[config.mk]
export PLATFORM = sky130hd
export DESIGN_NAME = bnn_inst_seq
export DESIGN_NICKNAME = d
export VERILOG_FILES = /design/src/rtl/bnn_inst_seq.sv
export SDC_FILE = /design/constraint.sdc
export NUM_CORES = 1
export LEC_CHECK = 0
export BUFFER_PORTS_ARGS = -buffer_cell sky130_fd_sc_hd__buf_2
export CAP_MARGIN = 0
export CORE_UTILIZATION = 53
export CTS_CLUSTER_SIZE = 30
export DETAILED_ROUTE_END_ITERATION = 12
export PLACE_DENSITY = 0.85
export SYNTH_ARGS = -nofsm -noshare
export SYNTH_HDL_FRONTEND = slang
export SYNTH_SLANG_ARGS = --single-unit
[constraint.sdc]
create_clock -name clk -period 2.95 [get_ports clk]
set_input_delay 0.1475 -clock clk [delete_from_list [all_inputs] [get_ports clk]]
set_output_delay 0.1475 -clock clk [all_outputs]
set_load 0.005 [all_outputs]
[src/rtl/bnn_inst_seq.sv]
// Instruction fetch sequencer: fetches 16-bit words from the instruction SRAM and issues them to the decoder over valid/ready.
// Latency: 3 cycles per instruction (FETCH, WAIT, ISSUE). Backpressure: ISSUE holds inst_out until inst_ready.
module bnn_inst_seq #(
    parameter int          AW      = 8,
    parameter logic [4:0]  HALT_OP = 5'b11111
) (
    input  logic          clk,
    input  logic          rst,
    input  logic          start,
    input  logic [AW-1:0] start_pc,
    input  logic          abort,
    output logic          isram_en,
    output logic [AW-1:0] isram_addr,
    input  logic [15:0]   isram_rdata,
    output logic [15:0]   inst_out,
    output logic          inst_valid,
    input  logic          inst_ready,
    input  logic          redirect_valid,
    input  logic [AW-1:0] redirect_pc,
    output logic          busy,
    output logic          done,
    output logic          err,
    output logic [AW-1:0] pc,
    output logic [15:0]   issued_cnt
);

    typedef enum logic [2:0] {
        S_IDLE,
        S_FETCH,
        S_WAIT,
        S_ISSUE,
        S_DONE
    } state_t;

    state_t state, state_nxt;
    logic   hs;
    logic   is_halt;
    logic   pc_last;

    assign hs      = (state == S_ISSUE) && inst_valid && inst_ready;
    assign is_halt = (isram_rdata[15:11] == HALT_OP);
    assign pc_last = (pc == {AW{1'b1}});

    assign isram_en   = (state == S_FETCH);
    assign isram_addr = pc;
    assign busy       = (state == S_FETCH) || (state == S_WAIT) || (state == S_ISSUE);
    assign done       = (state == S_DONE);

    always_comb begin
        state_nxt = state;
        case (state)
            S_IDLE, S_DONE: if (start) state_nxt = S_FETCH;
            S_FETCH:        state_nxt = S_WAIT;
            S_WAIT:         state_nxt = is_halt ? S_DONE : S_ISSUE;
            S_ISSUE: begin
                // Running off the end of the program is an error unless the decoder jumps away.
                if (hs) state_nxt = (!redirect_valid && pc_last) ? S_DONE : S_FETCH;
            end
            default:        state_nxt = S_IDLE;
        endcase
        if (abort) state_nxt = S_DONE;
    end

    always_ff @(posedge clk) begin
        if (rst) state <= S_IDLE;
        else     state <= state_nxt;
    end

    always_ff @(posedge clk) begin
        if (rst) begin
            pc         <= '0;
            inst_out   <= '0;
            inst_valid <= 1'b0;
            err        <= 1'b0;
            issued_cnt <= '0;
        end else begin
            // An instruction accepted in the same cycle as abort still counts.
            if (hs && issued_cnt != 16'hFFFF) issued_cnt <= issued_cnt + 16'd1;
            if (abort) begin
                inst_valid <= 1'b0;
            end else begin
                case (state)
                    S_IDLE, S_DONE: begin
                        if (start) begin
                            pc         <= start_pc;
                            err        <= 1'b0;
                            issued_cnt <= '0;
                        end
                    end
                    S_WAIT: begin
                        if (!is_halt) begin
                            inst_out   <= isram_rdata;
                            inst_valid <= 1'b1;
                        end
                    end
                    S_ISSUE: begin
                        if (hs) begin
                            inst_valid <= 1'b0;
                            if (redirect_valid) pc  <= redirect_pc;
                            else if (pc_last)   err <= 1'b1;
                            else                pc  <= pc + 1'b1;
                        end
                    end
                    default: ;
                endcase
            end
        end
    end

endmodule

Word-level counts from Yosys, hierarchy flattened
Cells that the tools add are included.
{ "word_totals": {"inputBits": 38, "register_bits": 45, "word_cells": 67, "output_inout_bits": 53} }
{ "op_classes": {"n_reduce_logical": 18, "addsub": 2, "eq_ne": 15, "bitwise_logic": 2, "n_mux": 23} }
{ "op_table": {"columns": ["op", "count"], "rows": [
  ["16-bit 2-to-1 mux", 4],
  ["8-bit 2-to-1 mux", 4],
  ["16-bit by 1-bit adder with 16-bit output (second input constant)", 1],
  ["16-bit != test (second input constant)", 1],
  ["8-bit case mux with 2 select lines", 1],
  ["3-bit 2-to-1 mux", 5],
  ["3-bit case mux with 4 select lines", 1],
  ["2-bit != test (second input constant)", 5],
  ["3-bit != test (second input constant)", 3],
  ["8-bit by 1-bit adder with 8-bit output (second input constant)", 1],
  ["8-bit == test (second input constant)", 1],
  ["3-bit by 2-bit == test with 1-bit output (second input constant)", 2],
  ["1-bit 2-to-1 mux", 6],
  ["3-bit AND reduction", 2],
  ["6-bit AND reduction", 1],
  ["5-bit == test (second input constant)", 1],
  ["5-bit AND reduction", 1],
  ["1-bit logical AND", 4],
  ["1-bit case mux with 2 select lines", 2],
  ["2-bit AND reduction", 2],
  ["2-bit nonzero test", 2],
  ["2-bit OR reduction", 2],
  ["3-bit by 1-bit == test with 1-bit output (second input constant)", 1],
  ["3-bit == test (second input constant)", 1],
  ["other kinds (4)", 6]
]} }

Longest topological paths before layout
{ "logic_depth": {"ltp_word": 8, "depth_mapped": 7, "depth_no_buf": 6} }

Worst setup path before layout
Ideal clock, no wire load.
{ "synth_path": {"path_type": "reg2reg", "startpoint": "register pc[0] (netlist: isram_addr[0])", "endpoint": "register pc[1] (netlist: isram_addr[1])", "path_buffers": 1, "path_slack_ps": 1148, "stages_incl_launch_ff": 8, "required_ps": 2822, "setup_ps": 128, "arrival_time_ps": 1674, "synth_period_minus_slack_ps": 1802, "path_cell_list": "dfxtp_1 -> ha_1 -> nand4_1 -> nor4b_4 -> a211oi_4 -> buf_6 -> mux2i_1 -> nor2_1"} }
{ "synth_via": {"elab_chain_cells": 5, "elab_cells_between_ends": 8, "classes_between": "1 x add/sub; 2 x eq/ne; 4 x mux; 1 x reduce/logical"} }
{ "synth_rtl": {"columns": ["item", "line_no", "text"], "rows": [
  ["start, declared", "23", "output logic [AW-1:0] pc,"],
  ["start signal, assigned", "85", "pc <= start_pc;"],
  ["start signal, assigned", "99", "if (redirect_valid) pc <= redirect_pc;"],
  ["start signal, assigned", "101", "else pc <= pc + 1'b1;"],
  ["8-bit by 1-bit adder with 8-bit output", "101", null],
  ["8-bit 2-to-1 mux", "100", "else if (pc_last) err <= 1'b1;"],
  ["8-bit 2-to-1 mux", "99", null],
  ["8-bit 2-to-1 mux", "97", "if (hs) begin"],
  ["8-bit case mux with 2 select lines", "82", "case (state)"]
]} }
Several ways; a longest one is shown, not always the timed one. The select of a mux whose other input is x is not followed.
A chain may end at the register's enable or synchronous reset.

Worst setup path after layout
{ "layout_path": {"startpoint": "register state[0]", "endpoint": "register pc[3] (netlist: isram_addr[3])"} }
{ "layout_via": {"elab_chain_cells": 5, "elab_cells_between_ends": 12, "classes_between": "5 x eq/ne; 1 x mux; 6 x reduce/logical"} }
{ "layout_rtl": {"columns": ["item", "line_no", "text"], "rows": [
  ["start, declared", "35", "state_t state, state_nxt;"],
  ["start signal, assigned", "66", "else state <= state_nxt;"],
  ["3-bit by 2-bit == test with 1-bit output", "40, 82", null],
  ["1-bit logical AND (2 in series)", "40", "assign hs = (state == S_ISSUE) && inst_valid && inst_ready;"],
  ["2-bit != test (no source line)", null, null],
  ["5-bit AND reduction (no source line)", null, null]
]} }
Several ways; a longest one is shown, not always the timed one.

==> key figures <==
Pwr
  – Comb pwr share: 0.109
  – Sw power: 285 uW
  – Leakage Power: ~1.3 nW
  – Net Sw Frac: 0.248
  – P per Cell Area: about 390 mW/mm^2
  – Maximum vdd ir drop: 0.300 mV
  – Power share of the clock group: 0.336
  – Internal power: just under 900 uW
  – Flop pwr share: 0.555
  – Power, Total: roughly 1.2 mW

Cells and area
  – Most frequent cells in the layout: 90 x buf_2, 45 x nor2_1, 45 x dfxtp_1, 19 x nand2_1, 19 x mux2i_1
  – Most common cell after layout, fill and taps aside: buf_2
  – Final layout net count: 390
  – Share of layout cells above drive strength 1: 0.343
  – Ant. Diodes: 0
  – Fillcell total: just under 400
  – Synth-to-layout area growth: 20.5%

Global routing
  – Aggregate global routing overflow: 0
  – Largest net degree at the start of global routing: 32
  – Overall routing resource usage: 0.224
  – Grt met2 use: 0.361
  – Global-route wire length before repair: 8790 um
  – Most Used Layer, Global Route: met2
  – Met1 Use GR: 0.278
  – Vias in the first global route: slightly below 2000
  – Met3 usage: 0.0683
  – Antenna violations before repair: 0

Logic synthesis
  – Cells after Synth: 270
  – Yosys Warn Count: 0
  – Mean post-synth cell area: 8.96 sq um
  – Syn nets: a little over 300
  – Syn Std Cell Area: 0.00242 sq mm
  – Distinct cells, synth: 47
  – Yosys reg bits: between 40 and 50
  – Post-synthesis sequential area ratio: 0.372

Clock network
  – Post-cts repair resize count: 0
  – Clk Latency, worst-skew pair: between 0.2 and 0.3 ns
  – Clock Tree Root: clkbuf_8
  – CTS hold repair buffers: 0
  – # clock sinks: 45
  – CTS tree: done
  – Worst-path clk slew: approximately 0.08 ns
  – H-Tree Depth: 2
  – Total CTS buffers: 5
  – Max clock buf depth: 2
  – Setup bufs post-CTS: 0

Worst setup path
  – CP peak stage delay: 0.64 ns
  – Reg2Reg Depth: 5
  – Max stage delay cell, worst path: dfxtp_1
  – CP max FO: 13
  – Stages on worst setup path: 5
  – R2r setup slk: roughly 0.51 ns
  – Worst Setup SP: state[0]
  – RR Startpoint: state[0]
  – FF-to-FF End: isram_addr[3]
  – Top Family by Delay on Critical Path: compound AO/OA/AOI/OAI gates
  – CP Cell Sequence: and3b_1 -> o21bai_4 -> a211oi_4 -> nor2_1 -> a311oi_2
  – CP Capture Point: isram_addr[3]
  – Crit. End Element: flip-flop
  – Worst EP arrival: between 2 and 3 ns
  – Worst Path Buf+Inv: 0
  – CP Class: flip-flop to flip-flop
  – Required @ worst endpoint: 3.16 ns
  – Startpoint types: flip-flop

Placed design
  – Gp weighted congestion: around 0.84
  – Detailed Place HPWL: about 3900 um
  – PortBufs: 90

Die
  – Core area: 0.00438 sq mm
  – I/O pin count: 91
  – Initial core utilization: 0.552
  – Die W: 69.6 um
  – Std-Cell Rows: 24
  – Die outline height: ~70 um
  – Die Area: 0.00484 sq mm

Job
  – Max cap viols: 0

Route
  – DRT antenna net count: 0
  – Drt drc: 0
  – Vias per cell: between 5 and 6
  – WL per Instance: roughly 13 um
  – Drt first-iter violations: 102
  – Post-Route WL: slightly above 5000 um
  – Drt pass-1 iters: 4
  – Vias: about 2200

Worst hold path
  – Hold depth: 3
  – Hold Crit Class: primary input to flip-flop

Outcome
  – Status: completed

STA
  – Setup TNS: 0 ns
  – Finish-stage setup viols: 0
  – Max Slew Vio Count: 0
  – Worst-Margin Slew: just under 0.7 ns
  – RSZ-0062 raised after global routing: false
  – Period utilization: 0.826
  – Worst Skew: around 0.0044 ns
  – Fmax achieved: 0.411 GHz
  – Final hold vios: 0
  – Final worst path period need: between 2 and 2.5 ns
  – Relative slew slack: 0.545
[tightest hold or removal path: stages]
cell and delay, ns:
buf_2 0.07, mux2i_1 0.05, nor2_1 0.07
[power groups by stage]
stage / Clock [mW] / Sequential [mW] / Combinational (mW)
after global placement: 0 / 0.651 / 0.122
after detailed placement: 0 / 0.652 / 0.126
after global routing: 0.429 / 0.641 / 0.138
after CTS: 0.399 / 0.638 / 0.127
final: 0.387 / 0.638 / 0.125
after floorplan: 0 / 0.648 / 0.0828
[layout make-up]
class | count | area, sq um | area share
tap | 52 | 65.1 | 0.0223
inverter | 4 | 15.0 | 0.00515
clock inverter | 1 | 7.51 | 0.00258
clock buffer | 6 | 82.6 | 0.0283
multi-input combinational | 202 | 1380 | 0.473
timing repair buffer | 92 | 465 | 0.160
sequential | 45 | 901 | 0.309
[synthesized netlist by cell type (all sizes together)]
master	n	area, sq um
a311oi	5	62.6
nand2	20	82.6
nor2	47	181
ha	2	25.0
nand3	10	50.1
o21bai	2	26.3
and4	1	8.76
nand2b	4	25.0
a2bb2oi	1	8.76
and2	2	12.5
and3b	2	17.5
nor4b	2	32.5
o21ai	5	25.0
nor2b	2	12.5
nor4	9	103
a22oi	1	7.51
mux2i	19	190
nand3b	1	20.0
inv	4	15.0
nand4	6	37.5
nor3b	2	15.0
a22o	1	8.76
or3	1	11.3
buf	13	103
and3	7	43.8
a31o	1	8.76
or2	1	6.26
o22ai	1	6.26
a211oi	3	45.0
dfxtp	45	901
clkbuf	6	22.5
xor2	6	52.6
nor3	8	40.0
o211ai	4	30.0
xnor2	14	123
a21oi	12	60.1
[registers in the layout (all words and copies together), names as in the netlist]
name / flops
inst_out: 16
isram_addr: 8
state: 3
issued_cnt: 16
inst_valid: 1
err: 1
[kinds of logic (layout without fill, tap and decap cells)]
| kind of cell | Yosys count | in the layout | share of synthesized area |
|---|---|---|---|
| DFF | 45 | 45 | 0.372 |
| AOI/OAI and AO/OA | 36 | 36 | 0.119 |
| xor gates and xnor gates | 20 | 20 | 0.0724 |
| adders and majority gates | 2 | 2 | 0.0103 |
| and+or+nand+nor | 125 | 125 | 0.289 |
| muxes | 19 | 19 | 0.0786 |
| buffers and inverters | 23 | 103 | 0.0579 |
[through the flow]
step / utilization / instances / setup WS, ns / area [sq um] / hold slack (ns)
finish: 0.665 / 402 / 0.514 / 2920 / 0.0885
global route: 0.665 / 402 / 0.319 / 2920 / 0.0809
CTS: 0.665 / 402 / 0.495 / 2920 / 0.0780
detailed placement: 0.644 / 395 / 0.539 / 2830 / 0.398
global placement: 0.644 / 395 / 0.653 / 2830 / 0.380
floorplan: - / 270 / 1.15 / 2420 / 0.295
[layer usage]
layer  vias up  wire length (um)
li1       1103                 -
met1       966              2320
met2        78              2380
met3        11               374
met4         0                91
met5         -                 0
[how the worst min path moves through the flow]
stage	startpoint	end	slack (ns)
finish	isram_rdata[9]	inst_out[9]	0.09
global route	isram_rdata[3]	inst_out[3]	0.08
CTS	isram_rdata[10]	inst_out[10]	0.08
detailed placement	isram_rdata[5]	inst_out[5]	0.40
global placement	isram_rdata[5]	inst_out[5]	0.38
floorplan	isram_rdata[10]	inst_out[10]	0.29
Power figures use the tool's default switching activity.
